--- src/rtl/jesd204_rx_sh_pkg.sv ---
// Shared definitions for the JESD204C 64B66B receive sync-header lock logic:
// lane FSM state encoding and the header helper functions.
package jesd204_rx_sh_pkg;

  typedef enum logic [1:0] {
    SH_HUNT = 2'd0,
    SH_SLIP = 2'd1,
    SH_WAIT = 2'd2,
    SH_LOCK = 2'd3
  } sh_state_e;

  localparam int SH_ERR_CNT_W = 16;

  // A 64B66B sync header is valid only when its two bits differ.
  function automatic logic sh_hdr_valid(input logic [1:0] hdr);
    return hdr[1] ^ hdr[0];
  endfunction

  // The GT delivers the header LSB-first; the link layer expects it MSB-first.
  function automatic logic [1:0] sh_swap(input logic [1:0] raw);
    return {raw[0], raw[1]};
  endfunction

endpackage

--- src/rtl/jesd204_rx_sh_lock_fsm.sv ---
// One lane's sync-header lock FSM (HUNT/SLIP/WAIT/LOCK), its counters and the
// gearbox slip pulse. Optional macro JESD204_RX_SH_ERR_CNT_EN adds a
// saturating count of invalid headers seen while locked.
module jesd204_rx_sh_lock_fsm
  import jesd204_rx_sh_pkg::*;
#(
  parameter int SH_LOCK_CNT = 64,
  parameter int SH_WIN      = 64,
  parameter int SH_ERR_MAX  = 16,
  parameter int SLIP_WAIT   = 32
) (
  input  logic       clk,
  input  logic       rst_n,
  input  logic       lane_en,
  input  logic       hdr_qual,
  input  logic [1:0] hdr,
  output logic       slip,
  output logic       block_sync
`ifdef JESD204_RX_SH_ERR_CNT_EN
  , output logic [SH_ERR_CNT_W-1:0] sh_err_cnt
`endif
);

  localparam int GW = $clog2(SH_LOCK_CNT);
  localparam int WW = $clog2(SH_WIN);

  sh_state_e     state_q, state_d;
  logic [GW-1:0] good_q, good_d;
  logic [7:0]    wait_q, wait_d;
  logic [WW-1:0] win_q, win_d;
  logic [WW:0]   err_q, err_d;
  logic [WW:0]   err_sum;
  logic          slip_q, slip_d;
  logic          sync_q, sync_d;
  logic          hdr_ok;

  // Next-state and counter update; a disabled lane is forced back to a clean HUNT.
  always_comb begin
    state_d = state_q;
    good_d  = good_q;
    wait_d  = wait_q;
    win_d   = win_q;
    err_d   = err_q;
    hdr_ok  = sh_hdr_valid(hdr);
    err_sum = err_q + {{WW{1'b0}}, ~hdr_ok};
    if (!lane_en) begin
      state_d = SH_HUNT;
      good_d  = '0;
      wait_d  = '0;
      win_d   = '0;
      err_d   = '0;
    end else begin
      case (state_q)
        SH_HUNT: begin
          if (hdr_qual) begin
            if (!hdr_ok) begin
              good_d  = '0;
              state_d = SH_SLIP;
            end else if (good_q == GW'(SH_LOCK_CNT - 1)) begin
              good_d  = '0;
              state_d = SH_LOCK;
            end else begin
              good_d = good_q + 1'b1;
            end
          end
        end
        SH_SLIP: begin
          wait_d  = '0;
          state_d = SH_WAIT;
        end
        SH_WAIT: begin
          // Settling time counts raw cycles; headers are meaningless while the gearbox moves.
          if (wait_q == 8'(SLIP_WAIT - 1)) begin
            wait_d  = '0;
            good_d  = '0;
            state_d = SH_HUNT;
          end else begin
            wait_d = wait_q + 1'b1;
          end
        end
        SH_LOCK: begin
          if (hdr_qual) begin
            // Error threshold is checked before window end so unlock wins a tie.
            if (err_sum == (WW + 1)'(SH_ERR_MAX)) begin
              win_d   = '0;
              err_d   = '0;
              state_d = SH_SLIP;
            end else if (win_q == WW'(SH_WIN - 1)) begin
              win_d = '0;
              err_d = '0;
            end else begin
              win_d = win_q + 1'b1;
              err_d = err_sum;
            end
          end
        end
        default: state_d = SH_HUNT;
      endcase
    end
    slip_d = (state_d == SH_SLIP);
    sync_d = (state_d == SH_LOCK);
  end

  // FSM state, counters and registered slip/lock outputs.
  always_ff @(posedge clk or negedge rst_n) begin
    if (!rst_n) begin
      state_q <= SH_HUNT;
      good_q  <= '0;
      wait_q  <= '0;
      win_q   <= '0;
      err_q   <= '0;
      slip_q  <= 1'b0;
      sync_q  <= 1'b0;
    end else begin
      state_q <= state_d;
      good_q  <= good_d;
      wait_q  <= wait_d;
      win_q   <= win_d;
      err_q   <= err_d;
      slip_q  <= slip_d;
      sync_q  <= sync_d;
    end
  end

  assign slip       = slip_q;
  assign block_sync = sync_q;

`ifdef JESD204_RX_SH_ERR_CNT_EN
  logic [SH_ERR_CNT_W-1:0] ecnt_q, ecnt_d;

  // Lifetime invalid-header count while locked, holding at all-ones.
  always_comb begin
    ecnt_d = ecnt_q;
    if (!lane_en) begin
      ecnt_d = '0;
    end else if ((state_q == SH_LOCK) && hdr_qual && !hdr_ok && (ecnt_q != '1)) begin
      ecnt_d = ecnt_q + 1'b1;
    end
  end

  // Error count register.
  always_ff @(posedge clk or negedge rst_n) begin
    if (!rst_n) ecnt_q <= '0;
    else        ecnt_q <= ecnt_d;
  end

  assign sh_err_cnt = ecnt_q;
`endif

endmodule

--- src/rtl/jesd204_versal_gt_adapter_rx_mlane.sv ---
// Multi-lane Versal GT RX to JESD204C 64B66B adapter: per-lane bit reversal,
// header swap and qualifier register, one lock FSM per lane, and the
// aggregate block-sync flag. Optional macro JESD204_RX_SH_ERR_CNT_EN exposes
// per-lane invalid-header counters on rx_sh_err_cnt.
module jesd204_versal_gt_adapter_rx_mlane
  import jesd204_rx_sh_pkg::*;
#(
  parameter int NUM_LANES   = 4,
  parameter int SH_LOCK_CNT = 64,
  parameter int SH_WIN      = 64,
  parameter int SH_ERR_MAX  = 16,
  parameter int SLIP_WAIT   = 32
) (
  input  logic                     usr_clk,
  input  logic                     resetn,
  input  logic [NUM_LANES-1:0]     lane_enable,
  input  logic [NUM_LANES*128-1:0] rxdata,
  input  logic [NUM_LANES*6-1:0]   rxheader,
  input  logic [NUM_LANES*2-1:0]   rxheadervalid,
  output logic [NUM_LANES-1:0]     rxgearboxslip,
  output logic [NUM_LANES*64-1:0]  rx_data,
  output logic [NUM_LANES*2-1:0]   rx_header,
  output logic [NUM_LANES-1:0]     rx_valid,
  output logic [NUM_LANES-1:0]     rx_block_sync,
  output logic                     rx_block_sync_all
`ifdef JESD204_RX_SH_ERR_CNT_EN
  , output logic [NUM_LANES*SH_ERR_CNT_W-1:0] rx_sh_err_cnt
`endif
);

  logic [NUM_LANES*64-1:0] rx_data_q, rx_data_d;
  logic [NUM_LANES*2-1:0]  rx_header_q, rx_header_d;
  logic [NUM_LANES-1:0]    rx_valid_q, rx_valid_d;
  logic                    sync_all_q, sync_all_d;

  // Datapath reformatting and the enabled-lane AND of block sync.
  always_comb begin
    rx_data_d   = '0;
    rx_header_d = '0;
    rx_valid_d  = '0;
    for (int n = 0; n < NUM_LANES; n++) begin
      for (int i = 0; i < 64; i++) begin
        rx_data_d[n*64+63-i] = rxdata[n*128+i];
      end
      rx_header_d[n*2 +: 2] = sh_swap(rxheader[n*6 +: 2]);
      rx_valid_d[n]         = rxheadervalid[n*2];
    end
    sync_all_d = (|lane_enable) & (&(rx_block_sync | ~lane_enable));
  end

  // Output registers; one cycle of latency independent of lock state.
  always_ff @(posedge usr_clk or negedge resetn) begin
    if (!resetn) begin
      rx_data_q   <= '0;
      rx_header_q <= '0;
      rx_valid_q  <= '0;
      sync_all_q  <= 1'b0;
    end else begin
      rx_data_q   <= rx_data_d;
      rx_header_q <= rx_header_d;
      rx_valid_q  <= rx_valid_d;
      sync_all_q  <= sync_all_d;
    end
  end

  assign rx_data           = rx_data_q;
  assign rx_header         = rx_header_q;
  assign rx_valid          = rx_valid_q;
  assign rx_block_sync_all = sync_all_q;

  for (genvar n = 0; n < NUM_LANES; n++) begin : g_lane
    // Upper data half, spare header bits and odd qualifier bits carry nothing in 64B66B mode.
    logic lane_unused;
    assign lane_unused = ^{rxdata[n*128+64 +: 64], rxheader[n*6+2 +: 4], rxheadervalid[n*2+1]};

    jesd204_rx_sh_lock_fsm #(
      .SH_LOCK_CNT (SH_LOCK_CNT),
      .SH_WIN      (SH_WIN),
      .SH_ERR_MAX  (SH_ERR_MAX),
      .SLIP_WAIT   (SLIP_WAIT)
    ) u_fsm (
      .clk        (usr_clk),
      .rst_n      (resetn),
      .lane_en    (lane_enable[n]),
      .hdr_qual   (rxheadervalid[n*2]),
      .hdr        (sh_swap(rxheader[n*6 +: 2])),
      .slip       (rxgearboxslip[n]),
      .block_sync (rx_block_sync[n])
`ifdef JESD204_RX_SH_ERR_CNT_EN
      , .sh_err_cnt (rx_sh_err_cnt[n*SH_ERR_CNT_W +: SH_ERR_CNT_W])
`endif
    );
  end

endmodule

--- config.mk ---
export PLATFORM = sky130hd
export DESIGN_NAME = jesd204_versal_gt_adapter_rx_mlane
export DESIGN_NICKNAME = d
export VERILOG_FILES = /design/src/rtl/jesd204_rx_sh_pkg.sv /design/src/rtl/jesd204_rx_sh_lock_fsm.sv /design/src/rtl/jesd204_versal_gt_adapter_rx_mlane.sv
export SDC_FILE = /design/constraint.sdc
export NUM_CORES = 1
export LEC_CHECK = 0
export ABC_AREA = 1
export ABC_CLOCK_PERIOD_IN_PS = 3900
export BUFFER_PORTS_ARGS = -buffer_cell sky130_fd_sc_hd__buf_2
export CORE_AREA = 3 3 323 325
export CTS_CLUSTER_SIZE = 24
export DETAILED_ROUTE_END_ITERATION = 8
export DIE_AREA = 0 0 326 328
export GPL_ROUTABILITY_DRIVEN = 0
export PLACE_DENSITY_LB_ADDON = 0.05
export SLEW_MARGIN = 20
export SYNTH_ARGS = -nofsm -noshare
export SYNTH_HDL_FRONTEND = slang
export SYNTH_SLANG_ARGS = --single-unit
--- constraint.sdc ---
create_clock -name usr_clk -period 3.9 [get_ports usr_clk]
set_clock_uncertainty 0.15 [all_clocks]
set_input_delay 0.78 -clock usr_clk [delete_from_list [all_inputs] [get_ports usr_clk]]
set_output_delay 0.78 -clock usr_clk [all_outputs]
set_load 0.03 [all_outputs]
==> impl_metrics.ini, run 1 <==
[outcome]
outcome = complete, no violations

[setup_path]
worst_setup_path_start_kind = input port
required_ps = 4240
worst-path-max-fanout = 5
critical_path_buf_inv_count = 3
slowest_stage = ha_1
cp_cell_sequence = buf_2 > xor2_1 > inv_1 > ha_1 > ha_1 > inv_1 > nand2_1 > nand2_1 > nand3_1 > nor2_1 > nand3_1 > nand2_1 > o21ai_1
critPathTopFamily = simple AND/OR/NAND/NOR gates
rrSetupSlack_ps = 1760
critPathMaxStageDelay_ps = 280
endpoint_kind = flip-flop
crit_type = in2reg
cpMostUsedCell = nand2_1
cp.arrival_ps = 2800

[cts]
cts_hold_buf = 0
cts_buffers = 54
cts_max_level = 2
clk_latency_ps = 620
clock-sinks = 393
cts_tree = built
clk_path_buf_depth = 3
ctsResizeCount = 0
clk_pin_slew_worst_paths_ps = 50
cts-root-buf = clkbuf_16
post-cts-setup-buffers = 0

[sta]
max_freq_ghz = 0.406
worstMarginPinSlew_ps = 765
fin_tns_setup_ps = 0
min_period_over_period_pct = 63.2
setup_viol = 0
finalHoldViolCount = 0
min_period_ps = 2460
drv_slew = 0
grt_setup_unrepaired = no
slew_headroom_pct = 49.0

[floorplan]
initial_core_util_pct = 13.6
rows = 117
die_y_um = 328
die_w_um = 326
dieArea_sq_um = 107000
ioPinCount = 827
coreArea_sq_um = 102000

[cells_and_area]
finalNonFillerCells = 3194
nets = 2350
nFillCells = 11200
final_cell_mix = buf_2, dfrtp_1, nand2_1
final_layout_size_suffix_gt1_share_pct = 38.7
final_common_cell = buf_2
area_delta_synth_final_pct = 46.6

[synthesis]
synth_area_per_cell_sq_um = 11.8
synth_enable_flop_cells = 0
ys_ff_latch = 393
synthesis.nets = 1744
yosysUniqueCellTypes = 43
syn-cell-area_sq_um = 13800
ys_seq_area_share_pct = 71.3
synth-main-ff-cell = dfrtp_1
syn_inst = 1174
yosysWarnings = 0
async_flop_share_pct = 100

[placed_design]
dpl.cell_count = 3092
port_buffers = 550
dp_hpwl_um = 39100

[global_route]
grt_pass1_wl_um = 76200
antenna_found_initial = 32
grt_usage_pct = 9.50
grt_overflow = 0
grt_max_degree = 80
grt_pass1_vias = 11500

[detailed_routing]
via_per_inst = 3.31
drc = 0
first_pass_iters = 5
drt-initial-drc-count = 540
ant_nets = 0
routed_wl_um = 51600
drt-wirelength-per-cell_um = 16.1
via_count = 10600

[power]
cellLeakagePower_nw = 9.78
pwr_density_cell_nw_per_um2 = 529
power_w = 0.0107
ir_drop_mv = 0.303

[worst_hold_path]
min_path_type = in2async

[flow_run]
maxCapViolCount = 0
-- per-stage QoR --
stage	setup slack, ps	hold WS (ps)	utilization, %	area [sq um]
final	1440	50.1	19.9	20200
after global routing	1180	36.8	19.9	20200
after CTS	1440	15.8	19.9	20200
after detailed placement	758	322	18.0	18300
after global placement	705	321	18.0	18300
after floorplan	1370	300	-	13800
-- logic make-up (layout without fill, tap and decap cells) --
| logic type | Yosys count | count (layout) | synth area share, % |
|---|---|---|---|
| compound gates | 147 | 147 | 6.20 |
| xor+xnor | 30 | 30 | 1.90 |
| fa+ha+maj | 20 | 20 | 1.81 |
| buf+inv | 139 | 786 | 4.15 |
| flops | 393 | 393 | 71.3 |
| mux | 1 | 1 | 0.0726 |
| other cells | 0 | 5 | 0 |
| simple gates | 444 | 444 | 14.6 |
-- sequential cells by signal, indices dropped and copies added, names as in the netlist --
register                 count
g_lane.u_fsm.block_sync      4
g_lane.u_fsm.err_q          28
g_lane.u_fsm.good_q         24
g_lane.u_fsm.slip            4
g_lane.u_fsm.state_q         8
g_lane.u_fsm.wait_q         32
g_lane.u_fsm.win_q          24
rx_block_sync_all            1
rx_data                    256
rx_header                    8
rx_valid                     4
-- final timing paths --
check | startpoint | end | depth (start not counted)
worst max-delay path | rxheader[1] | g_lane[0].u_fsm.win_q[5] | 13
worst min-delay path | resetn | rx_data[246] | 1
worst max register to register | g_lane[0].u_fsm.err_q[0] | g_lane[0].u_fsm.win_q[5] | 8
worst min register to register | g_lane[1].u_fsm.win_q[3] | g_lane[1].u_fsm.win_q[3] | 2
max in group asynchronous | resetn | rx_data[8] | 2
min in group usr_clk | rxdata[425] | rx_data[214] | 1
-- report_power, final --
part | switching (W) | leakage [nW] | total, W | internal (W)
Combinational | 0.000767 | 4.01 | 0.00109 | 0.000323
Sequential | 0.0000982 | 4.84 | 0.00438 | 0.00429
Clock | 0.00199 | 0.920 | 0.00523 | 0.00324
Total | 0.00286 | 9.78 | 0.0107 | 0.00785
-- layout make-up --
cell class                      count  area [sq um]  area share (%)
Sequential cell                   393          9830            48.6
Multi-Input combinational cell    642          3390            16.8
Timing Repair Buffer              564          2940            14.6
Tap cell                         1368          1710            8.46
Clock buffer                       74          1520            7.50
Inverter                          125           472            2.33
Clock inverter                     23           344            1.70
Antenna cell                        5          12.5          0.0619
-- cells in the mapped netlist, drive strengths merged, types with 3 or more instances --
master	number	area share [%]
a21oi	40	1.6
a31oi	5	0.23
a32o	3	0.22
buf	14	0.73
dfrtp	393	71
ha	20	1.8
inv	125	3.4
nand2	240	6.8
nand3	71	2.7
nand3b	3	0.16
nand4	23	1.0
nor2	88	3.0
nor3	11	0.55
o21a	3	0.16
o21ai	71	2.8
o21bai	5	0.27
o22ai	15	0.68
or2	3	0.14
xor2	29	1.8
-- routing by layer --
metal	GRT usage [%]	wire length (um)	up-vias
met2	15.1	23800	351
met3	4.42	5000	112
met5	0	257	-
met4	3.15	1350	42
li1	-	-	5042
met1	11.3	21200	5026
Power figures use the tool's default switching activity.
==> run 2, diff against run 1 <==
Settings changed: ABC_CLOCK_PERIOD_IN_PS 3900 to 2060, CORE_AREA 3 3 323 325 to 3 3 325 327, DIE_AREA 0 0 326 328 to 0 0 328 330.
Clock period 3.9 ns to 2.06 ns, I/O delays scaled along.
==> run 2 against run 1 <==
  * Die area grew 1.2%
  * Global-route usage is essentially flat
  * Clock power grew 73%
  * Sequential power grew 90%
  * Clock-buffer cell count grew 7
  * Combinational power grew 140%
  * Critical path type is now reg2reg
  * Cell area grew 16%
  * Register-to-register slack lost 1600 ps
  * Critical path depth shrank 3
  * Worst setup slack lost 1300 ps
  * Sequential cell count is the same
==> impl_metrics.ini, run 2 (synthesis gave the netlist of run 1 again) <==
[cells_and_area]
nFillCells = 11200
nets = 2692
final_layout_size_suffix_gt1_share_pct = 36.6
final_common_cell = buf_2
final_cell_mix = buf_2, dfrtp_1, dlygate4sd3_1
largest_reg_flops = 256
final_cell_area_sq_um = 23500
area_delta_synth_final_pct = 70.3

[placed_design]
port_buffers = 550
place_area_sq_um = 19000
dp_hpwl_um = 39800

[setup_path]
cpMostUsedCell = nand2_1
cp.arrival_ps = 2280
crit_path_end = g_lane[0].u_fsm.slip
slowest_stage = dfrtp_1
rr_endpoint = g_lane[0].u_fsm.slip
worst_setup_path_start_kind = flip-flop
crit_cells = 10
rrSetupSlack_ps = 150
crit_type = reg2reg
critPathTopFamily = simple AND/OR/NAND/NOR gates
worst-path-max-fanout = 4
endpoint_kind = flip-flop
required_ps = 2420
critical_path_buf_inv_count = 2
rr_worst_depth = 10
critPathMaxStageDelay_ps = 380
crit-reg2reg-launch = g_lane[0].u_fsm.err_q[0]
cp_cell_sequence = ha_1 > ha_2 > inv_1 > nand2_1 > nand2_1 > nand3_1 > nor2_2 > buf_4 > nand4_1 > a21oi_1
cp-startpoint = g_lane[0].u_fsm.err_q[0]

[power]
switchingPower_w = 0.00540
clock_power_share_pct = 45.2
power_frac_comb_pct = 13.3
sequentialPowerShare_pct = 41.5
p_sw_share_pct = 27.0
cellLeakagePower_nw = 11.2
ir_drop_mv = 0.529
pwr_density_cell_nw_per_um2 = 853
p_int_w = 0.0146

[cts]
clk_path_buf_depth = 3
clk_latency_ps = 610
clock-sinks = 393
cts-root-buf = clkbuf_16
cts_max_level = 2
clk_pin_slew_worst_paths_ps = 60
cts_buffers = 53
cts_tree = built

[sta]
worstMarginPinSlew_ps = 404
fin_tns_setup_ps = 0
grt_setup_unrepaired = yes
min_period_over_period_pct = 92.9
drv_slew = 0
setup_viol = 0
max_freq_ghz = 0.523
finalHoldViolCount = 0
min_period_ps = 1910
slew_headroom_pct = 72.8

[detailed_routing]
drt-initial-drc-count = 434
drc = 0
drt-wirelength-per-cell_um = 14.6
via_per_inst = 3.30
first_pass_iters = 4
ant_nets = 0
via_count = 11700
routed_wl_um = 51800

[global_route]
antenna_found_initial = 7
grt_pass1_wl_um = 78200
grt_overflow = 0
grt_max_degree = 45
grt_pass1_vias = 12900
grt_usage_pct = 9.45

[floorplan]
die_w_um = 328
dieArea_sq_um = 108000
die_y_um = 330
coreArea_sq_um = 103000
initial_core_util_pct = 13.4
ioPinCount = 827
rows = 118

[flow_run]
maxCapViolCount = 0

[worst_hold_path]
min_path_type = in2reg

[outcome]
outcome = complete, no violations
run 2: cell count changes in the layout (fill, tap and decap cells not counted), moves of 3 or more:
cell / delta
bufinv_16: -7
clkbuf_1: +3
clkbuf_8: +3
ha_1: -3
buf_4: +66
nor2_2: +7
nand2_1: -4
buf_12: +7
nand2_2: +4
nor2_1: -7
dlygate4sd3_1: +270
run 2: per-layer routing:
metal  up-vias  global-route usage, %  part of all wire, %
met3        80                   4.17                  9.2
met5         -                      0                0.025
li1       5713                      -                    -
met4         2                   2.23                  2.0
met1      5537                   10.9                   40
met2       367                   16.1                   49
run 2: repair_timing:
action,CTS,global route
resized for setup,0,14
endpoints found under the setup margin,0,24
setup buffers,0,1
hold buffers,270,0
hold endpoints to repair,438,0
run 2: power by group through the flow:
stage	sequential (W)	clock [W]	combinational, W
3_5_place_dp	0.00844	0	0.00231
5_1_grt	0.00835	0.00994	0.00295
3_3_place_gp	0.00845	0	0.00234
4_1_cts	0.00831	0.00964	0.00274
2_1_floorplan	0.00898	0	0.000526
6_report	0.00831	0.00905	0.00267
run 2: final cells by class:
class                      count  area [sq um]  share of cell area (%)
tap                         1380          1730                    7.35
inverter                     125           472                    2.01
antenna                        6          15.0                  0.0639
timing repair buffer         907          6280                    26.7
sequential                   393          9830                    41.9
clock buffer                  81          1590                    6.79
clock inverter                16           113                   0.479
multi-input combinational    642          3450                    14.7
run 2: per-stage QoR:
stage	cells	util, %	worst slack (ps)	total power, W	hold WS (ps)
final	3550	22.8	146	0.0200	86.8
after global routing	3545	22.7	-5.67	0.0212	42.0
after CTS	3543	22.7	28.1	0.0207	23.6
after detailed placement	3176	18.4	-636	0.0108	174
after global placement	3176	18.4	-639	0.0108	178
after floorplan	1174	-	0.205	0.00951	-33.6
run 2: worst min-delay path: stages:
cell     delay, ps
buf_2          110
inv_2          100
o21ai_0        170
run 2: worst min path at each step:
stage / startpoint / end / slack (ps) / depth (start not counted)
6_report: lane_enable[0] / g_lane[0].u_fsm.wait_q[2] / 90 / 3
3_3_place_gp: resetn / rx_data[134] / 180 / 1
4_1_cts: lane_enable[0] / g_lane[0].u_fsm.wait_q[2] / 20 / 3
5_1_grt: lane_enable[0] / g_lane[0].u_fsm.wait_q[2] / 40 / 3
3_5_place_dp: resetn / rx_data[134] / 170 / 1
2_1_floorplan: resetn / g_lane[0].u_fsm.block_sync / -30 / 0
